File: src/rtl/sprite_rom_arbiter_if.sv
// Bus bundle between the sprite drawers, the arbiter and the shared ROM.
// Drawer/ROM side uses master; the arbiter uses slave.
interface sprite_rom_arbiter_if #(
  parameter int NUM_REQ = 4,
  parameter int ADDR_W  = 19,
  parameter int DATA_W  = 24
);
  localparam int IDW = $clog2(NUM_REQ);

  logic [NUM_REQ-1:0]        req;
  logic [NUM_REQ*ADDR_W-1:0] req_addr;
  logic [NUM_REQ-1:0]        gnt;
  logic [ADDR_W-1:0]         rom_addr;
  logic [DATA_W-1:0]         rom_data;
  logic                      rsp_valid;
  logic [IDW-1:0]            rsp_id;
  logic [DATA_W-1:0]         rsp_data;

`ifdef ARB_BURST_LOCK_EN
  logic [NUM_REQ-1:0]        req_lock;

  modport master (
    output req, req_addr, req_lock, rom_data,
    input  gnt, rom_addr,
    input  rsp_valid, rsp_id, rsp_data
  );

  modport slave (
    input  req, req_addr, req_lock, rom_data,
    output gnt, rom_addr,
    output rsp_valid, rsp_id, rsp_data
  );
`else
  modport master (
    output req, req_addr, rom_data,
    input  gnt, rom_addr,
    input  rsp_valid, rsp_id, rsp_data
  );

  modport slave (
    input  req, req_addr, rom_data,
    output gnt, rom_addr,
    output rsp_valid, rsp_id, rsp_data
  );
`endif

endinterface

File: src/rtl/sprite_rom_arbiter.sv
// Round-robin arbiter sharing one registered-output sprite ROM port.
// Ports: Clk, Reset_n (async, active-low), bus (slave):
//   req/req_addr in, gnt out (one-hot, comb), rom_addr out (reg),
//   rom_data in, rsp_valid/rsp_id/rsp_data out (tagged response).
// Optional ARB_BURST_LOCK_EN adds req_lock and burst locking.
module sprite_rom_arbiter #(
  parameter int NUM_REQ   = 4,
  parameter int ADDR_W    = 19,
  parameter int DATA_W    = 24,
  parameter int ROM_LAT   = 1,
  parameter int BURST_MAX = 64
) (
  input logic Clk,
  input logic Reset_n,
  sprite_rom_arbiter_if.slave bus
);

  localparam int IDW   = $clog2(NUM_REQ);
  localparam int DEPTH = 1 + ROM_LAT;

  logic [IDW-1:0]              ptr_q, ptr_d;
  logic [ADDR_W-1:0]           rom_addr_q;
  logic [DEPTH-1:0]            vld_q;
  logic [DEPTH-1:0][IDW-1:0]   id_q;

  logic [NUM_REQ-1:0]          rr_gnt;
  logic [IDW-1:0]              rr_id;
  logic                        rr_hit;

  logic [NUM_REQ-1:0]          gnt_c;
  logic [IDW-1:0]              win_id;
  logic                        hit;
  logic                        lock_hit;
  logic                        xfer;
  logic [ADDR_W-1:0]           sel_addr;

  // First requester at or after the pointer, wrapping.
  always_comb begin
    int j;
    rr_gnt = '0;
    rr_id  = '0;
    rr_hit = 1'b0;
    j      = 0;
    for (int k = 0; k < NUM_REQ; k++) begin
      j = int'(ptr_q) + k;
      if (j >= NUM_REQ) j = j - NUM_REQ;
      if (!rr_hit && bus.req[j]) begin
        rr_hit    = 1'b1;
        rr_id     = IDW'(j);
        rr_gnt[j] = 1'b1;
      end
    end
  end

`ifdef ARB_BURST_LOCK_EN
  logic [IDW-1:0] last_q;
  logic           last_vld_q;
  logic [7:0]     burst_q;

  // burst_q counts grants in the current run, first one included,
  // so the holder keeps at most BURST_MAX grants in a row.
  assign lock_hit = last_vld_q
                  & bus.req[last_q]
                  & bus.req_lock[last_q]
                  & (burst_q < 8'(BURST_MAX));

  always_comb begin
    gnt_c  = rr_gnt;
    win_id = rr_id;
    hit    = rr_hit;
    if (lock_hit) begin
      gnt_c  = '0;
      gnt_c[last_q] = 1'b1;
      win_id = last_q;
      hit    = 1'b1;
    end
  end

  always_ff @(posedge Clk or negedge Reset_n) begin
    if (!Reset_n) begin
      last_q     <= '0;
      last_vld_q <= 1'b0;
      burst_q    <= '0;
    end else if (xfer) begin
      last_q     <= win_id;
      last_vld_q <= 1'b1;
      burst_q    <= lock_hit ? burst_q + 8'd1 : 8'd1;
    end else begin
      burst_q    <= '0;
    end
  end
`else
  assign lock_hit = 1'b0;

  always_comb begin
    gnt_c  = rr_gnt;
    win_id = rr_id;
    hit    = rr_hit;
  end
`endif

  assign xfer     = Reset_n & hit;
  assign bus.gnt  = Reset_n ? gnt_c : '0;
  assign sel_addr = bus.req_addr[win_id*ADDR_W +: ADDR_W];

  // Locked re-grants leave the pointer where it is.
  always_comb begin
    ptr_d = ptr_q;
    if (xfer && !lock_hit) begin
      if (win_id == IDW'(NUM_REQ-1)) ptr_d = '0;
      else ptr_d = win_id + 1'b1;
    end
  end

  always_ff @(posedge Clk or negedge Reset_n) begin
    if (!Reset_n) begin
      ptr_q      <= '0;
      rom_addr_q <= '0;
      vld_q      <= '0;
      id_q       <= '0;
    end else begin
      ptr_q <= ptr_d;
      if (xfer) rom_addr_q <= sel_addr;
      vld_q[0] <= xfer;
      id_q[0]  <= win_id;
      for (int s = 1; s < DEPTH; s++) begin
        vld_q[s] <= vld_q[s-1];
        id_q[s]  <= id_q[s-1];
      end
    end
  end

  assign bus.rom_addr  = rom_addr_q;
  assign bus.rsp_valid = vld_q[DEPTH-1];
  assign bus.rsp_id    = id_q[DEPTH-1];
  assign bus.rsp_data  = bus.rom_data;

endmodule

File: src/flat_wrapper.sv
// flat-port wrapper written by rule: the top's interface ports become plain ports
module sprite_rom_arbiter_flat 
#(
  parameter int NUM_REQ   = 4,
  parameter int ADDR_W    = 19,
  parameter int DATA_W    = 24,
  parameter int ROM_LAT   = 1,
  parameter int BURST_MAX = 64
)
  (Clk, Reset_n, bus_req, bus_req_addr, bus_rom_data, bus_gnt, bus_rom_addr, bus_rsp_valid, bus_rsp_id, bus_rsp_data);
  sprite_rom_arbiter_if #(.NUM_REQ(NUM_REQ), .ADDR_W(ADDR_W), .DATA_W(DATA_W)) bus_i ();
  input logic Clk;
  input logic Reset_n;
  input wire logic [$bits(bus_i.req)-1:0] bus_req;
  input wire logic [$bits(bus_i.req_addr)-1:0] bus_req_addr;
  input wire logic [$bits(bus_i.rom_data)-1:0] bus_rom_data;
  output wire logic [$bits(bus_i.gnt)-1:0] bus_gnt;
  output wire logic [$bits(bus_i.rom_addr)-1:0] bus_rom_addr;
  output wire logic [$bits(bus_i.rsp_valid)-1:0] bus_rsp_valid;
  output wire logic [$bits(bus_i.rsp_id)-1:0] bus_rsp_id;
  output wire logic [$bits(bus_i.rsp_data)-1:0] bus_rsp_data;
  assign bus_i.req = bus_req;
  assign bus_i.req_addr = bus_req_addr;
  assign bus_i.rom_data = bus_rom_data;
  assign bus_gnt = bus_i.gnt;
  assign bus_rom_addr = bus_i.rom_addr;
  assign bus_rsp_valid = bus_i.rsp_valid;
  assign bus_rsp_id = bus_i.rsp_id;
  assign bus_rsp_data = bus_i.rsp_data;
  sprite_rom_arbiter #(.NUM_REQ(NUM_REQ), .ADDR_W(ADDR_W), .DATA_W(DATA_W), .ROM_LAT(ROM_LAT), .BURST_MAX(BURST_MAX)) u_core (.Clk(Clk), .Reset_n(Reset_n), .bus(bus_i));
endmodule
File: config.mk
export PLATFORM = sky130hd
export DESIGN_NAME = sprite_rom_arbiter_flat
export DESIGN_NICKNAME = d
export VERILOG_FILES = /design/src/rtl/sprite_rom_arbiter_if.sv /design/src/rtl/sprite_rom_arbiter.sv /design/src/flat_wrapper.sv
export SDC_FILE = /design/constraint.sdc
export NUM_CORES = 1
export LEC_CHECK = 0
export CAP_MARGIN = 20
export CORE_UTILIZATION = 41
export CTS_CLUSTER_DIAMETER = 120
export CTS_CLUSTER_SIZE = 10
export DETAILED_ROUTE_END_ITERATION = 10
export HOLD_SLACK_MARGIN = 0.08
export PLACE_DENSITY_LB_ADDON = 0.1
export RECOVER_POWER = 100
export SLEW_MARGIN = 20
export SYNTH_ARGS = -nofsm -noshare
export SYNTH_HDL_FRONTEND = slang
export SYNTH_SLANG_ARGS = --single-unit
File: constraint.sdc
create_clock -name Clk -period 5.5 [get_ports Clk]
set_input_delay 0.825 -clock Clk [delete_from_list [all_inputs] [get_ports Clk]]
set_output_delay 0.825 -clock Clk [all_outputs]
set_load 0.005 [all_outputs]
## After elaboration in Yosys (flattened, before gate mapping)

Cells that the tools add are included.

| storage, ports and cells | value |
|---|---|
| input port bits | 106 |
| register bits after elaboration | 27 |
| output and inout port bits | 50 |
| word-level logic and storage cells | 80 |

| cells by class | value |
|---|---|
| magnitude comparators | 12 |
| eq/ne operators | 1 |
| multiplexer cells | 38 |
| $add $sub $neg | 8 |
| multipliers | 1 |
| shifts and indexed selects | 1 |
| reduce and logical (&&, ||, !) cells | 10 |
| bitwise logic cells | 4 |

Operators by type and width:

| cell | number |
|---|---|
| $ge A32 B1 Y1 const B | 4 |
| $lt A32 B4 Y1 const B | 4 |
| $mux W32 | 4 |
| $ge A32 B4 Y1 const B | 3 |
| $sub A32 B4 Y32 const B | 3 |
| $shiftx A76 B8 Y19 | 1 |
| $mux W4 | 5 |
| $mux W1 | 16 |
| $or A4 B4 Y4 | 3 |
| $mux W2 | 5 |
| $bmux W1 S2 | 4 |
| $demux W1 S2 | 4 |
| $logic_and A1 B1 Y1 | 7 |
| $mul A2 B5 Y7 const B | 1 |
| $add A2 B2 Y3 const B | 2 |
| $sub A2 B3 Y4 const B | 1 |
| $add A2 B1 Y3 const B | 1 |
| $ge A2 B3 Y1 const B | 1 |
| $logic_not A1 Y1 | 3 |
| $add A2 B1 Y2 const B | 1 |
| $eq A2 B2 Y1 const B | 1 |
| $and A1 B1 Y1 | 1 |

## Longest topological paths before layout

| depth | value |
|---|---|
| word-level depth | 17 |
| depth in mapped cells | 11 |
| gate-level depth less buffers | 7 |

## Worst setup path before layout

No wires, ideal clock.

| timing path | value |
|---|---|
| kind | register to output |
| start point | reg u_core.ptr_q[0] |
| end point | out bus_gnt[0] |
| required time | 4.675 ns |
| arrival time | 2.303 ns |
| slack | 2.372 ns |
| cell stages (with the launch flop) | 11 |
| cell sequence | dfrtp_1 > buf_6 > buf_6 > inv_1 > ha_1 > mux4_2 > nor2b_1 > buf_6 > a22o_1 > mux2i_1 > a21boi_0 |

| on the way | value |
|---|---|
| longest elaborated chain between the ends | 16 |

RTL lines:

| what | RTL line | source |
|---|---|---|
| start: declaration | sprite_rom_arbiter.sv:21 | `logic [IDW-1:0] ptr_q, ptr_d;` |
| start signal: assignment | sprite_rom_arbiter.sv:122 | `ptr_q <= ptr_d;` |
| parallel branches: the longest is 14 deep, another holds $sub A32 B4 Y32 | -- |  |
| $mux W4 (*) | sprite_rom_arbiter.sv:47 | `if (!rr_hit && bus.req[j]) begin` |
| $mux W4 (*) | sprite_rom_arbiter.sv:103 | `assign bus.gnt = Reset_n ? gnt_c : '0;` |
| end: declaration | flat_wrapper.sv:17 | `output wire logic [$bits(bus_i.gnt)-1:0] bus_gnt;` |

Mark *: on every way between the ends. The select of a mux whose other input is x is not followed.

## Final worst setup path

| timing path | value |
|---|---|
| start point | in bus_req[3] |
| end point | reg u_core.rom_addr_q[16] (netlist: u_core.bus.rom_addr[16]) |

| on the way | value |
|---|---|
| longest elaborated chain between the ends | 15 |

RTL lines:

| what | RTL line | source |
|---|---|---|
| start: declaration | flat_wrapper.sv:14 | `input wire logic [$bits(bus_i.req)-1:0] bus_req;` |
| $bmux W1 S2 | sprite_rom_arbiter.sv:47 |  |
| $mux W1 (implied by the code) (2 in series) | sprite_rom_arbiter.sv:47 |  |
| $mux W1 | sprite_rom_arbiter.sv:47 |  |
| $logic_not A1 Y1 | sprite_rom_arbiter.sv:47 |  |
| $logic_and A1 B1 Y1 | sprite_rom_arbiter.sv:47 |  |
| $mux W1 | sprite_rom_arbiter.sv:47 |  |
| $logic_not A1 Y1 | sprite_rom_arbiter.sv:47 |  |
| $logic_and A1 B1 Y1 | sprite_rom_arbiter.sv:47 |  |
| $mux W1 | sprite_rom_arbiter.sv:47 |  |
| $logic_not A1 Y1 | sprite_rom_arbiter.sv:47 |  |
| $logic_and A1 B1 Y1 | sprite_rom_arbiter.sv:47 |  |
| $mux W2 | sprite_rom_arbiter.sv:47 |  |
| $mul A2 B5 Y7 | sprite_rom_arbiter.sv:104 | `assign sel_addr = bus.req_addr[win_id*ADDR_W +: ADDR_W];` |
| $shiftx A76 B8 Y19 | sprite_rom_arbiter.sv:104 |  |
| end signal: assignment | sprite_rom_arbiter.sv:123 | `if (xfer) rom_addr_q <= sel_addr;` |
| end: declaration | sprite_rom_arbiter.sv:22 | `logic [ADDR_W-1:0] rom_addr_q;` |

Parallel ways exist; a longest one is shown, timed or not. The select of a mux whose other input is x is not followed.
A chain may end at the register's enable or synchronous reset.

==> impl_metrics.env <==
export IMPL_result_of_the_run="complete, but fails checks"
export IMPL_violations="max-capacitance violations, max-slew violations"
export IMPL_cts_tree="done"
export IMPL_antenna_found_initial=0
export IMPL_core_area_um2=6030
export IMPL_finalMaxSlewViolations=115
export IMPL_grt_max_degree=42
export IMPL_ff_latch_area_um2=676
export IMPL_design_area_um2=3490
export IMPL_worst_ep_arrival_time_ns=4.97
export IMPL_timing_critical_path_required_ns=5.68
export IMPL_post_dp_hpwl_um=5180
export IMPL_power_static_leakage_nw=1.42
export IMPL_post_route_cells_drive_above_1_share_pct=7.56
export IMPL_drv_cap=3
export IMPL_dominantRegCellSynth="sky130_fd_sc_hd__dfrtp_1"
export IMPL_maxSlewHeadroom_pct=-17.5
export IMPL_skew_ns=0.00173
export IMPL_vias_per_cell=5.79
export IMPL_synth_top_cell_by_area="sky130_fd_sc_hd__dfrtp_1"
export IMPL_multi_input_comb_area_um2=1420
export IMPL_wl_met3_um=397
export IMPL_critPathMaxFanout=39
export IMPL_cells_resized_by_post_cts_repair=0
export IMPL_final_setup_tns_ns=0
export IMPL_cp_end_kind="flip-flop"
export IMPL_cts_hold_buf=0
export IMPL_number_of_routed_nets_with_antenna_violations=0
export IMPL_synthesis_area_um2=2610
export IMPL_netlist_instances=300
export IMPL_place_ws_ns=1.20
export IMPL_routed_wl_um=7440
export IMPL_asyncSetResetFlopFracSynth_pct=100
export IMPL_number_of_standard_cell_rows_in_the_floorplan=28
export IMPL_ios=156
export IMPL_first_pass_iters=5
export IMPL_via_count=2502
export IMPL_timing_final_hold_violations=0
export IMPL_area_growth_pct=33.8
export IMPL_final_fill_count=563
export IMPL_cp_start_kind="primary input"
export IMPL_initial_core_util_pct=43.3
export IMPL_synth_seq_area_share_pct=25.9
export IMPL_syn_num_nets=410
export IMPL_worst_slack_ns=0.711
export IMPL_min_delay_path_class="reg -> reg"
export IMPL_diodes=0
export IMPL_power_density_nw_per_um2=483
export IMPL_grt_overflow=0
export IMPL_io_buffers=107
export IMPL_finalCritPeriodShare_pct=87.1
export IMPL_yosys_cell_count_top_type="sky130_fd_sc_hd__inv_1"
export IMPL_synth_seq_cells=27
export IMPL_worst_slew_pin_slew_ns=1.76
export IMPL_timing_hold_worst_start="u_core.id_q[1]"
export IMPL_cp_launch_point="bus_req[3]"
export IMPL_wire_length_of_the_first_global_routing_pass_um=11700
export IMPL_synth_warning_count=0
export IMPL_post_synthesis_cell_type_count=42
export IMPL_edff_count_synth=0
export IMPL_final_min_clock_period_ns=4.79
export IMPL_rsz0062_at_grt="false"
export IMPL_wl_on_met1_um=3280
export IMPL_clockBufferDepth=2
export IMPL_track_usage_pct=22.9
export IMPL_worstSetupPathType="in -> reg"
export IMPL_synth_area_per_cell_um2=8.70
export IMPL_insertion_delay_ns=0.27
export IMPL_drt_initial_drc_count=124
export IMPL_h_tree_depth=1
export IMPL_floorplan_die_width_um=81.8
export IMPL_routedWlPerCell_um=17.2
export IMPL_r2r_start="u_core.ptr_q[0]"
export IMPL_cts_reportedPaths_clkPinSlew_ns=0.10
export IMPL_cts_inserted_buffers=3
export IMPL_cts_root_buffer="sky130_fd_sc_hd__clkbuf_8"
export IMPL_nNetsFinal=468
export IMPL_post_route_drc_count=0
export IMPL_leading_cell_types_by_total_area_after_synthesis="sky130_fd_sc_hd__dfrtp_1, sky130_fd_sc_hd__a211oi_1, sky130_fd_sc_hd__buf_4, sky130_fd_sc_hd__a221oi_1, sky130_fd_sc_hd__inv_1"
export IMPL_post_cts_buffers=0
export IMPL_fraction_of_post_synthesis_cell_area_in_the_top_cell_type_by_area_pct=25.9
export IMPL_finalSetupViolCount=0
export IMPL_yosys_top_cells_count="sky130_fd_sc_hd__inv_1, sky130_fd_sc_hd__a211oi_1, sky130_fd_sc_hd__buf_4, sky130_fd_sc_hd__dfrtp_1, sky130_fd_sc_hd__nand2_1"
export IMPL_topRoutingLayerUsed="met4"
export IMPL_floorplan_die_area_um2=6690
export IMPL_ir_drop_mv=0.446
export IMPL_met2_wirelength_um=3710
export IMPL_cts_num_sinks=27
export IMPL_place_area_um2=3460
export IMPL_first_global_vias=2363
export IMPL_gpl_final_weighted_congestion=0.826
export IMPL_fmax_mhz=209
export IMPL_ff2ff_setup_slack_ns=1.28
export IMPL_dieHeight_um=81.8
state kept, by name, indices dropped and copies added (netlist names):
register and flops:
u_core.vld_q 2, u_core.bus.rom_addr 19, u_core.bus.rsp_id 2, u_core.ptr_q 2
u_core.id_q 2
final timing paths:
path | endpoint | cells after the start
max | u_core.bus.rom_addr[16] | 8
min | u_core.bus.rsp_id[1] | 0
max reg2reg | u_core.bus.rom_addr[16] | 7
min reg2reg | u_core.bus.rsp_id[1] | 0
max in group asynchronous | u_core.vld_q[0] | 2
min in group asynchronous | u_core.bus.rom_addr[12] | 2
power breakdown:
group	internal [W]	leakage (nW)	switching, W
registers	0.000294	0.325	0.0000719
logic	0.000558	1.08	0.000647
clock network	0.0000514	0.0217	0.0000643
total	0.000903	1.42	0.000783
critical path, cell delays in order:
cell	delay, ns
sky130_fd_sc_hd__dlygate4sd3_1	0.73
sky130_fd_sc_hd__or3b_1	0.43
sky130_fd_sc_hd__a21boi_4	0.15
sky130_fd_sc_hd__clkbuf_1	1.27
sky130_fd_sc_hd__a21o_1	0.77
sky130_fd_sc_hd__buf_4	0.37
sky130_fd_sc_hd__a221oi_1	0.11
sky130_fd_sc_hd__o31ai_1	0.28
cell families after synthesis:
kind of cell             count (synthesis)  synth area share (%)
flip-flops                              27                  25.9
buffers and inverters                  101                  20.4
AO/OA/AOI/OAI                          122                  39.2
XOR/XNOR                                 1                 0.335
AND/OR/NAND/NOR                         35                  6.47
adder cells (fa/ha/maj)                  4                  1.92
multiplexers                            10                  5.80
routing by layer:
metal  vias up  global-route usage [%]
met5         -                       0
met4         0                    5.79
met3         8                    2.33
met2        92                    39.1
met1      1191                    30.6
li1       1211                       -
layout by cell type, fill, tap and decap left out, drive strengths merged, types with 2 or more instances in the layout:
cell,Yosys,final
clkdlybuf4s50,0,79
inv,41,41
a211oi,39,39
dlygate4sd3,0,28
dfrtp,27,27
nand2,21,21
a221oi,19,19
o31ai,19,19
a2111oi,19,19
o21ai,8,8
clkbuf,13,6
nor2b,5,5
mux2i,5,5
a21boi,5,5
mux4,4,4
a22o,4,4
ha,4,4
buf,47,3
a21oi,2,2
o21a,2,2
through the flow:
stage | hold slack, ns | power, W | utilization [%] | cells
detailed placement | 0.335 | 0.00161 | 57.5 | 428
floorplan | 0.331 | 0.00125 | - | 300
global route | 0.375 | 0.00183 | 58.0 | 432
global placement | 0.336 | 0.00160 | 57.5 | 428
finish | 0.357 | 0.00169 | 58.0 | 432
CTS | 0.358 | 0.00173 | 58.3 | 432
area by class of cell:
cell class | instances | share of cell area (%)
clock inverter | 1 | 0.215
tap | 75 | 2.69
multi-input combinational | 172 | 40.6
clock buffer | 3 | 1.18
timing repair buffer | 113 | 31.6
inverter | 41 | 4.40
sequential | 27 | 19.3
Power figures use the tool's default switching activity.
